===== src/rtl/qspa_pkg.sv =====
// Shared types and sizes for the QSP pipeline: opcode, register addressing and
// the execute-slot payload handed from issue to execute.
package qspa_pkg;

  localparam int DATA_WIDTH = 32;
  localparam int NUM_REGS   = 16;
  localparam int REG_ADDR_W = 4;

  typedef enum logic [2:0] {
    NOP    = 3'd0,
    OP_ADD = 3'd1,
    OP_SUB = 3'd2,
    OP_AND = 3'd3,
    OP_OR  = 3'd4,
    OP_XOR = 3'd5,
    OP_SLL = 3'd6,
    OP_SRL = 3'd7
  } op_t;

  typedef struct packed {
    op_t                   op;
    logic [REG_ADDR_W-1:0] rd;
    logic                  we;
    logic [DATA_WIDTH-1:0] op_a;
    logic [DATA_WIDTH-1:0] op_b;
  } ex_slot_t;

endpackage


===== src/rtl/issue_scoreboard.sv =====
// Register busy vector: one bit per architectural register, set when a writer
// enters execute, cleared by its writeback or when a flush kills it before
// execute accepted it. r0 is hard-wired to never be busy.
module issue_scoreboard
  import qspa_pkg::*;
(
  input  logic                  clk,
  input  logic                  rst,
  input  logic                  set_en,
  input  logic [REG_ADDR_W-1:0] set_addr,
  input  logic                  clr_en,
  input  logic [REG_ADDR_W-1:0] clr_addr,
  input  logic                  kill_en,
  input  logic [REG_ADDR_W-1:0] kill_addr,
  input  logic [REG_ADDR_W-1:0] rs1_addr,
  input  logic [REG_ADDR_W-1:0] rs2_addr,
  input  logic [REG_ADDR_W-1:0] rd_addr,
  output logic                  rs1_busy,
  output logic                  rs2_busy,
  output logic                  rd_busy
);

  logic [NUM_REGS-1:0] busy_q, busy_d;

  // Next busy vector: clears first so a same-cycle set on the same register wins.
  always_comb begin
    busy_d = busy_q;
    if (clr_en)  busy_d[clr_addr]  = 1'b0;
    if (kill_en) busy_d[kill_addr] = 1'b0;
    if (set_en && (set_addr != '0)) busy_d[set_addr] = 1'b1;
  end

  // Busy vector register.
  always_ff @(posedge clk) begin
    if (rst) busy_q <= '0;
    else     busy_q <= busy_d;
  end

  assign rs1_busy = busy_q[rs1_addr];
  assign rs2_busy = busy_q[rs2_addr];
  assign rd_busy  = busy_q[rd_addr];

endmodule


===== src/rtl/issue_stage.sv =====
// Issue stage: resolves operands of the instruction held in the dec/iss slot
// (capture, writeback bypass, decode-time read), stalls decode on RAW/WAW or a
// full execute slot, and drives a registered valid/ready slot to execute.
module issue_stage
  import qspa_pkg::*;
(
  input  logic                  clk,
  input  logic                  rst,
  input  logic                  flush,
  input  op_t                   iss_alu_op,
  input  logic [REG_ADDR_W-1:0] iss_rd_addr,
  input  logic [REG_ADDR_W-1:0] iss_rs1_addr,
  input  logic [REG_ADDR_W-1:0] iss_rs2_addr,
  input  logic                  iss_we,
  input  logic                  iss_use_imm,
  input  logic [DATA_WIDTH-1:0] iss_imm_ext,
  input  logic [DATA_WIDTH-1:0] iss_rs1_data,
  input  logic [DATA_WIDTH-1:0] iss_rs2_data,
  output logic                  iss_stall,
  input  logic                  wb_valid,
  input  logic [REG_ADDR_W-1:0] wb_rd_addr,
  input  logic [DATA_WIDTH-1:0] wb_data,
  input  logic                  ex_ready,
  output logic                  ex_valid,
  output op_t                   ex_alu_op,
  output logic [REG_ADDR_W-1:0] ex_rd_addr,
  output logic                  ex_we,
  output logic [DATA_WIDTH-1:0] ex_op_a,
  output logic [DATA_WIDTH-1:0] ex_op_b
);

  logic                  slot_vld, issue;
  logic                  rs1_busy, rs2_busy, rd_busy;
  logic                  wb_hit_a, wb_hit_b, wb_hit_rd;
  logic                  a_ok, b_ok, raw, waw, full;
  logic [DATA_WIDTH-1:0] opnd_a, opnd_b;
  logic                  cap_a_vld_q, cap_a_vld_d, cap_b_vld_q, cap_b_vld_d;
  logic [DATA_WIDTH-1:0] cap_a_q, cap_a_d, cap_b_q, cap_b_d;
  ex_slot_t              ex_q, ex_d;
  logic                  ex_valid_q, ex_valid_d;

  assign slot_vld  = (iss_alu_op != NOP);
  assign wb_hit_a  = wb_valid && (wb_rd_addr == iss_rs1_addr);
  assign wb_hit_b  = wb_valid && (wb_rd_addr == iss_rs2_addr);
  assign wb_hit_rd = wb_valid && (wb_rd_addr == iss_rd_addr);

  issue_scoreboard u_sb (
    .clk       (clk),
    .rst       (rst),
    .set_en    (issue && iss_we),
    .set_addr  (iss_rd_addr),
    .clr_en    (wb_valid),
    .clr_addr  (wb_rd_addr),
    .kill_en   (flush && ex_valid_q && ex_q.we),
    .kill_addr (ex_q.rd),
    .rs1_addr  (iss_rs1_addr),
    .rs2_addr  (iss_rs2_addr),
    .rd_addr   (iss_rd_addr),
    .rs1_busy  (rs1_busy),
    .rs2_busy  (rs2_busy),
    .rd_busy   (rd_busy)
  );

  // Operand resolution: captured value, then bypass, then busy, then decode read.
  always_comb begin
    opnd_a = iss_rs1_data;
    a_ok   = 1'b1;
    if (cap_a_vld_q)   opnd_a = cap_a_q;
    else if (wb_hit_a) opnd_a = wb_data;
    else if (rs1_busy) a_ok   = 1'b0;

    opnd_b = iss_rs2_data;
    b_ok   = 1'b1;
    if (iss_use_imm)       opnd_b = iss_imm_ext;
    else if (cap_b_vld_q)  opnd_b = cap_b_q;
    else if (wb_hit_b)     opnd_b = wb_data;
    else if (rs2_busy)     b_ok   = 1'b0;
  end

  assign raw       = slot_vld && !(a_ok && b_ok);
  assign waw       = slot_vld && iss_we && rd_busy && !wb_hit_rd;
  assign full      = ex_valid_q && !ex_ready;
  assign iss_stall = !flush && slot_vld && (raw || waw || full);
  assign issue     = slot_vld && !iss_stall && !flush;

  // Capture next state: flags drop when the slot advances or on flush; while
  // stalled, a matching writeback is latched so it outlives the bypass cycle.
  always_comb begin
    cap_a_vld_d = cap_a_vld_q;
    cap_a_d     = cap_a_q;
    cap_b_vld_d = cap_b_vld_q;
    cap_b_d     = cap_b_q;
    if (flush || !iss_stall) begin
      cap_a_vld_d = 1'b0;
      cap_b_vld_d = 1'b0;
    end else begin
      if (wb_hit_a) begin
        cap_a_vld_d = 1'b1;
        cap_a_d     = wb_data;
      end
      if (wb_hit_b) begin
        cap_b_vld_d = 1'b1;
        cap_b_d     = wb_data;
      end
    end
  end

  // Capture registers; only the flags need a reset value.
  always_ff @(posedge clk) begin
    cap_a_q <= cap_a_d;
    cap_b_q <= cap_b_d;
    if (rst) begin
      cap_a_vld_q <= 1'b0;
      cap_b_vld_q <= 1'b0;
    end else begin
      cap_a_vld_q <= cap_a_vld_d;
      cap_b_vld_q <= cap_b_vld_d;
    end
  end

  // Ex slot next state: flush kills, issue loads, accepted slot empties.
  always_comb begin
    ex_d       = ex_q;
    ex_valid_d = ex_valid_q;
    if (flush) begin
      ex_valid_d = 1'b0;
      ex_d.op    = NOP;
    end else if (issue) begin
      ex_valid_d = 1'b1;
      ex_d.op    = iss_alu_op;
      ex_d.rd    = iss_rd_addr;
      ex_d.we    = iss_we;
      ex_d.op_a  = opnd_a;
      ex_d.op_b  = opnd_b;
    end else if (ex_ready) begin
      ex_valid_d = 1'b0;
      ex_d.op    = NOP;
    end
  end

  // Ex slot register.
  always_ff @(posedge clk) begin
    if (rst) begin
      ex_valid_q <= 1'b0;
      ex_q.op    <= NOP;
      ex_q.rd    <= '0;
      ex_q.we    <= 1'b0;
      ex_q.op_a  <= '0;
      ex_q.op_b  <= '0;
    end else begin
      ex_valid_q <= ex_valid_d;
      ex_q       <= ex_d;
    end
  end

  assign ex_valid   = ex_valid_q;
  assign ex_alu_op  = ex_q.op;
  assign ex_rd_addr = ex_q.rd;
  assign ex_we      = ex_q.we;
  assign ex_op_a    = ex_q.op_a;
  assign ex_op_b    = ex_q.op_b;

endmodule


===== config.mk =====
export PLATFORM = sky130hd
export DESIGN_NAME = issue_stage
export DESIGN_NICKNAME = d
export VERILOG_FILES = /design/src/rtl/qspa_pkg.sv /design/src/rtl/issue_scoreboard.sv /design/src/rtl/issue_stage.sv
export SDC_FILE = /design/constraint.sdc
export NUM_CORES = 1
export LEC_CHECK = 0
export CORE_UTILIZATION = 25
export CTS_BUF_LIST = sky130_fd_sc_hd__clkbuf_8
export CTS_CLUSTER_SIZE = 12
export DETAILED_ROUTE_END_ITERATION = 8
export GPL_TIMING_DRIVEN = 0
export PLACE_DENSITY_LB_ADDON = 0.15
export SLEW_MARGIN = 20
export SYNTH_ARGS = -nofsm -noshare
export SYNTH_HDL_FRONTEND = slang
export SYNTH_SLANG_ARGS = --single-unit

===== constraint.sdc =====
create_clock -name clk -period 5.7 [get_ports clk]
set_input_delay 1.14 -clock clk [delete_from_list [all_inputs] [get_ports clk]]
set_output_delay 1.14 -clock clk [all_outputs]
set_load 0.02 [all_outputs]

**After elaboration in Yosys (flattened, before gate mapping)**

Cells that the tools add are included.

- Magnitude comparators: 8
- Equality and inequality tests: 3
- Multiplexer cells: 31
- Bitwise gates (word level): 7
- Reductions and logical operators: 36

Operators by type and width:

| operator | number |
|---|---|
| $mux 32 | 5 |
| $mux 16 | 3 |
| $and 16x16->16 | 2 |
| $not 16->16 | 2 |
| $lt 4x5->1 const B | 5 |
| $logic_and 1x1->1 | 20 |
| $or 16x16->16 | 1 |
| $mux 1 | 15 |
| $bmux 1 s4 | 3 |
| $demux 1 s4 | 3 |
| $eq 4x4->1 | 3 |
| $ge 4x1->1 const B | 3 |
| $mux 3 | 2 |
| $reduce_and 2->1 | 3 |
| $logic_not 1->1 | 5 |
| $reduce_bool 4->1 | 1 |
| $reduce_or 2->1 | 2 |
| $logic_or 1x1->1 | 3 |
| $reduce_bool 3->1 | 1 |
| $not 1->1 | 2 |
| $reduce_bool 2->1 | 1 |

- Bits in registers: 155
- Word-level logic and storage cells: 96

**Longest topological paths before layout**

- Depth after elaboration: 18
- Depth in mapped cells: 10
- Depth with buffers taken out: 6

**Hierarchy**

A second synthesis with hierarchy kept.

- Cells, all modules: 619
- Area total of the unflattened synthesis: 7285.7 um^2

Modules (own cells, without submodules):

| module | instances | cells each | area each (um^2) |
|---|---|---|---|
| issue_stage | 1 | 510 | 6120.9 |
| issue_scoreboard | 1 | 109 | 1164.9 |

**Least setup slack after synthesis**

No wires, ideal clock.

- Kind: input to register
- Start point: in wb_rd_addr[0]
- End point: reg cap_a_q[0], enable pin
- Setup time: 0.461 ns
- Arrival time: 4.718 ns
- Path slack: 0.521 ns
- Stages: 8
- Buffers on the path: 2
- Path through: buf_2 xnor2_1 and2_1 clkbuf_1 a21boi_0 a32o_1 o21ai_0 nor3_1

- Longest elaborated chain between the ends: 15
- Elaborated cells between the ends (all ways): 23
- Those cells by class: eq/ne: 3; mux: 5; bitwise: 1; reduce/logical: 14

RTL lines:

| element | RTL line | source |
|---|---|---|
| start, declared | issue_stage.sv:21 | `input logic [REG_ADDR_W-1:0] wb_rd_addr,` |
| $eq 4x4->1 | issue_stage.sv:44 | `assign wb_hit_b = wb_valid && (wb_rd_addr == iss_rs2_addr);` |
| $logic_and 1x1->1 | issue_stage.sv:44 |  |
| $mux 1 | issue_stage.sv:76 | `else if (wb_hit_b) opnd_b = wb_data;` |
| $mux 1 | issue_stage.sv:75 | `else if (cap_b_vld_q) opnd_b = cap_b_q;` |
| $mux 1 | issue_stage.sv:74 | `if (iss_use_imm) opnd_b = iss_imm_ext;` |
| $logic_and 1x1->1 | issue_stage.sv:80 | `assign raw = slot_vld && !(a_ok && b_ok);` |
| $logic_not 1->1 | issue_stage.sv:80 |  |
| $logic_and 1x1->1 | issue_stage.sv:80 |  |
| $logic_or 1x1->1 (2 in series) | issue_stage.sv:83 | `assign iss_stall = !flush && slot_vld && (raw \|\| waw \|\| full);` |
| $logic_and 1x1->1 | issue_stage.sv:83 |  |
| $logic_not 1->1 | issue_stage.sv:93 | `if (flush \|\| !iss_stall) begin` |
| $logic_or 1x1->1 | issue_stage.sv:93 |  |
| $not 1->1 (no source line) | n/a |  |
| $reduce_and 2->1 (no source line) * | n/a |  |
| end signal, assigned | issue_stage.sv:110 | `cap_a_q <= cap_a_d;` |
| end, declared | issue_stage.sv:38 | `logic [DATA_WIDTH-1:0] cap_a_q, cap_a_d, cap_b_q, cap_b_d;` |

Mark *: on every way between the ends. The rest lies on a longest branch, timed or not.
A chain may end at the register's enable or synchronous reset.

**Worst setup path after layout**

- Start point: in iss_rd_addr[0]
- End point: out iss_stall

- Longest elaborated chain between the ends: 7
- Elaborated cells between the ends (all ways): 10
- Those cells by class: eq/ne: 1; mux: 2; reduce/logical: 7

RTL lines:

| element | RTL line | source |
|---|---|---|
| start, declared | issue_stage.sv:11 | `input logic [REG_ADDR_W-1:0] iss_rd_addr,` |
| $bmux 1 s4 / $eq 4x4->1 (equally long branches) | issue_scoreboard.sv:41, issue_stage.sv:45 |  |
| $mux 1 (not written as such) / $logic_and 1x1->1 (equally long branches) | issue_scoreboard.sv:41, issue_stage.sv:45 |  |
| $logic_and 1x1->1 / $logic_not 1->1 (equally long branches) | issue_stage.sv:81 | `assign waw = slot_vld && iss_we && rd_busy && !wb_hit_rd;` |
| $logic_and 1x1->1 * | issue_stage.sv:81 |  |
| $logic_or 1x1->1 * (2 in series) | issue_stage.sv:83 |  |
| $logic_and 1x1->1 * | issue_stage.sv:83 |  |
| end, declared | issue_stage.sv:19 | `output logic iss_stall,` |

Mark *: on every way between the ends. The rest lies on a longest branch, timed or not. The select of a mux whose other input is x is not followed.

==> flow_summary.ini <==
[run_status]
run_status = completed

[logic_synthesis]
yosys-top-cells-count = 143 x nand3_1, 134 x o21ai_0, 91 x dfxtp_1
yosysWarnings = 0
synth_nets = 1028
yosys.area.top_type_share_pct = 24.7
synth_seq_cells = 155
yosysSeqAreaShare_pct = 48.0
yosysUniqueCellTypes = 47
synth.most_common_cell = nand3_1
synth_top_cell_by_area = edfxtp_1
ys.flop_type = dfxtp_1
synth_area_leaders = edfxtp_1 25%, dfxtp_1 23%, nand3_1 9.2%, o21ai_0 8.6%, a31oi_1 5.1%
syn_avg_cell_area_um2 = 8.92
synth_edf_count = 64
synth.cell_area_um2 = 7790
ys_async_sr_fraction_pct = 0
syn_inst = 874

[grt]
grt.overflow.total = 0
grt_antenna_before_repair = 2
grt_pass1_wl_um = 49400
grt_pass1_vias = 7916
grt_max_degree = 17
track_usage_pct = 21.1

[worst_hold_path]
min_path_type = reg2reg
min_path_cells = 2
hp-start = ex_alu_op[2]$_SDFFE_PP0P_
hold_end = ex_alu_op[2]$_SDFFE_PP0P_

[sta]
skew_ns = 0.0181
rsz0062_at_grt = no
fin_ws_ns = 0.193
setup_violations = 0
slew_headroom_pct = 51.0
worstMarginPinSlew_ns = 0.736
hold_viol_final = 0
timing.final.crit_share_pct = 96.6
max_freq_mhz = 182
drv_slew = 0
min_period_ns = 5.51

[floorplanning]
dieHeight_um = 179
start_util_pct = 25.5
num_rows = 64
die_area_um2 = 31900
core_area_um2 = 30600
die_x_um = 179
ioPinCount = 228

[detailed_routing]
routed_wl_um = 33700
drc = 0
num_vias = 8222
wl_per_cell_um = 22.0
firstDrtPassIters = 7
antenna_left = 0
drt_iter0_markers = 694
vias_per_cell = 5.37

[pwr]
irDropWorstVdd_uv = 113
power_density_nw_per_um2 = 237
combinationalPowerShare_pct = 20.9
p_sw_mw = 0.805
p_clk_share_pct = 32.4
sequentialPowerShare_pct = 46.8
leakage_nw = 3.45
internal_power_mw = 1.79
switching_share_pct = 31.0

[place]
place_ws_ns = -0.211
routabilityCongestion = 0.852
numPortBuffers = 218
place.detailed.hpwl_um = 25500
place_inst = 1497

[clocking]
clock_latency_ns = 0.46
cts_buffer_depth = 2
cts_tree = done
cts_buffers = 17
cts_max_level = 4
root_buffer = clkbuf_8
cts_hold_buffers = 0
cts.clk_slew.worst_paths_ns = 0.10
cts_sinks = 155

[critical_path]
r2r-start = cap_b_vld_q$_SDFFE_PP0P_
critPathSlowestCell = clkdlybuf4s50_1
path_class = in2out
arrival_ns = 4.37
worstPathCellList = clkdlybuf4s50_1 > buf_2 > mux4_2 > mux2i_1 > mux2i_1 > a32o_1 > o21ai_4 > inv_1 > clkdlybuf4s50_1
r2r_end = cap_a_q[6]$_DFFE_PP_
slowest_delay_ns = 0.56
cp-end-kind = output port
critPathMaxFanout = 10
worst_setup_path_start_kind = primary input
rr_worst_depth = 8
r2r_slack_ns = 2.24
crit_required_ns = 4.56

[flow_run]
maxCapViolations = 0

[cells_and_area]
multiInputGateArea_um2 = 3660
syn_to_final_growth_pct = 40.7
fillCellCount = 3250
fin_nets = 1274
drive_gt1_share_pct = 7.86
seq_area_um2 = 3740
fin_cells = 1532
worst max-delay path by stage:
stage                               from  slack, ns                    to
after CTS                 iss_rd_addr[1]       0.02             iss_stall
final                     iss_rd_addr[0]       0.19             iss_stall
after global placement    iss_rd_addr[1]      -2.94  cap_b_q[8]$_DFFE_PP_
after global routing      iss_rd_addr[0]       0.03             iss_stall
after floorplan            wb_rd_addr[0]       0.52  cap_a_q[0]$_DFFE_PP_
after detailed placement  iss_rd_addr[1]      -0.21             iss_stall
critical path: cells and delay by family:
kind / cells / cell delay [ns]
compound gates: 2 / 0.88
mux: 3 / 0.85
buf+inv: 4 / 1.49
layout make-up:
cell class | instances | area share [%]
flip-flops and latches | 155 | 34.1
multi-input cells | 618 | 33.4
repair buffers | 227 | 20.6
well taps | 396 | 4.52
plain buffers | 95 | 3.57
clock buffers | 18 | 2.26
clock inverters | 14 | 1.24
inverters | 6 | 0.205
diodes | 3 | 0.0685
kinds of logic after synthesis:
| group | synth area share [%] |
|---|---|
| buf+inv | 5.30 |
| mux | 5.20 |
| compound gates | 24.6 |
| flops | 48.0 |
| xor+xnor | 1.35 |
| simple gates | 15.5 |
sequential cells by signal (all words and copies together) (netlist names):
signal,cells
u_sb.busy_q,16
cap_b_q,32
ex_valid,1
ex_rd_addr,4
ex_op_b,32
cap_a_q,32
cap_b_vld_q,1
ex_we,1
ex_op_a,32
ex_alu_op,3
cap_a_vld_q,1
power by group through the flow:
stage	registers, mW	logic [mW]	clock network, mW
6_report	1.22	0.543	0.841
3_3_place_gp	1.24	0.540	0
2_1_floorplan	1.28	0.205	0
4_1_cts	1.22	0.544	0.862
3_5_place_dp	1.24	0.541	0
5_1_grt	1.22	0.581	0.913
metrics by stage:
step | hold slack, ns | utilization [%] | cell area (um^2) | total power, mW | TNS (ns)
global route | 0.495 | 35.8 | 11000 | 2.71 | 0
detailed placement | 0.465 | 34.5 | 10600 | 1.78 | -0.211
CTS | 0.480 | 35.8 | 11000 | 2.62 | 0
global placement | 0.448 | 34.2 | 10500 | 1.78 | -183.06
floorplan | 0.434 | - | 7790 | 1.48 | 0
finish | 0.477 | 35.9 | 11000 | 2.60 | 0
cell usage in the layout (no fill, tap or decap), types with 6 or more instances in the layout:
master | netlist | final
a21oi_1 | 69 | 69
a31oi_1 | 64 | 64
buf_2 | 15 | 15
buf_4 | 4 | 11
clkbuf_1 | 75 | 75
clkbuf_8 | 0 | 18
clkdlybuf4s50_1 | 0 | 218
dfxtp_1 | 91 | 91
edfxtp_1 | 64 | 64
mux2i_1 | 9 | 9
mux4_2 | 12 | 12
nand2_1 | 20 | 20
nand2b_1 | 6 | 6
nand3_1 | 143 | 143
nor2_1 | 42 | 42
nor3_1 | 11 | 9
o2111ai_1 | 10 | 10
o21ai_0 | 134 | 133
o22ai_1 | 34 | 34
o31ai_1 | 10 | 10
xnor2_1 | 9 | 9
timing repair:
item,4_1_cts,5_1_grt
gates resized for setup,1,2
buffers inserted,0,0
endpoints found under the hold margin,0,0
endpoints found under the setup margin,1,1
routing by layer:
layer / track usage [%] / share of wire [%] / up-vias
li1: - / - / 3821
met1: 28.8 / 45 / 3992
met2: 33.0 / 46 / 359
met3: 4.11 / 6.5 / 50
met4: 7.13 / 2.7 / 0
met5: 0 / 0 / -
No activity file was read; power rests on OpenSTA's default activity.
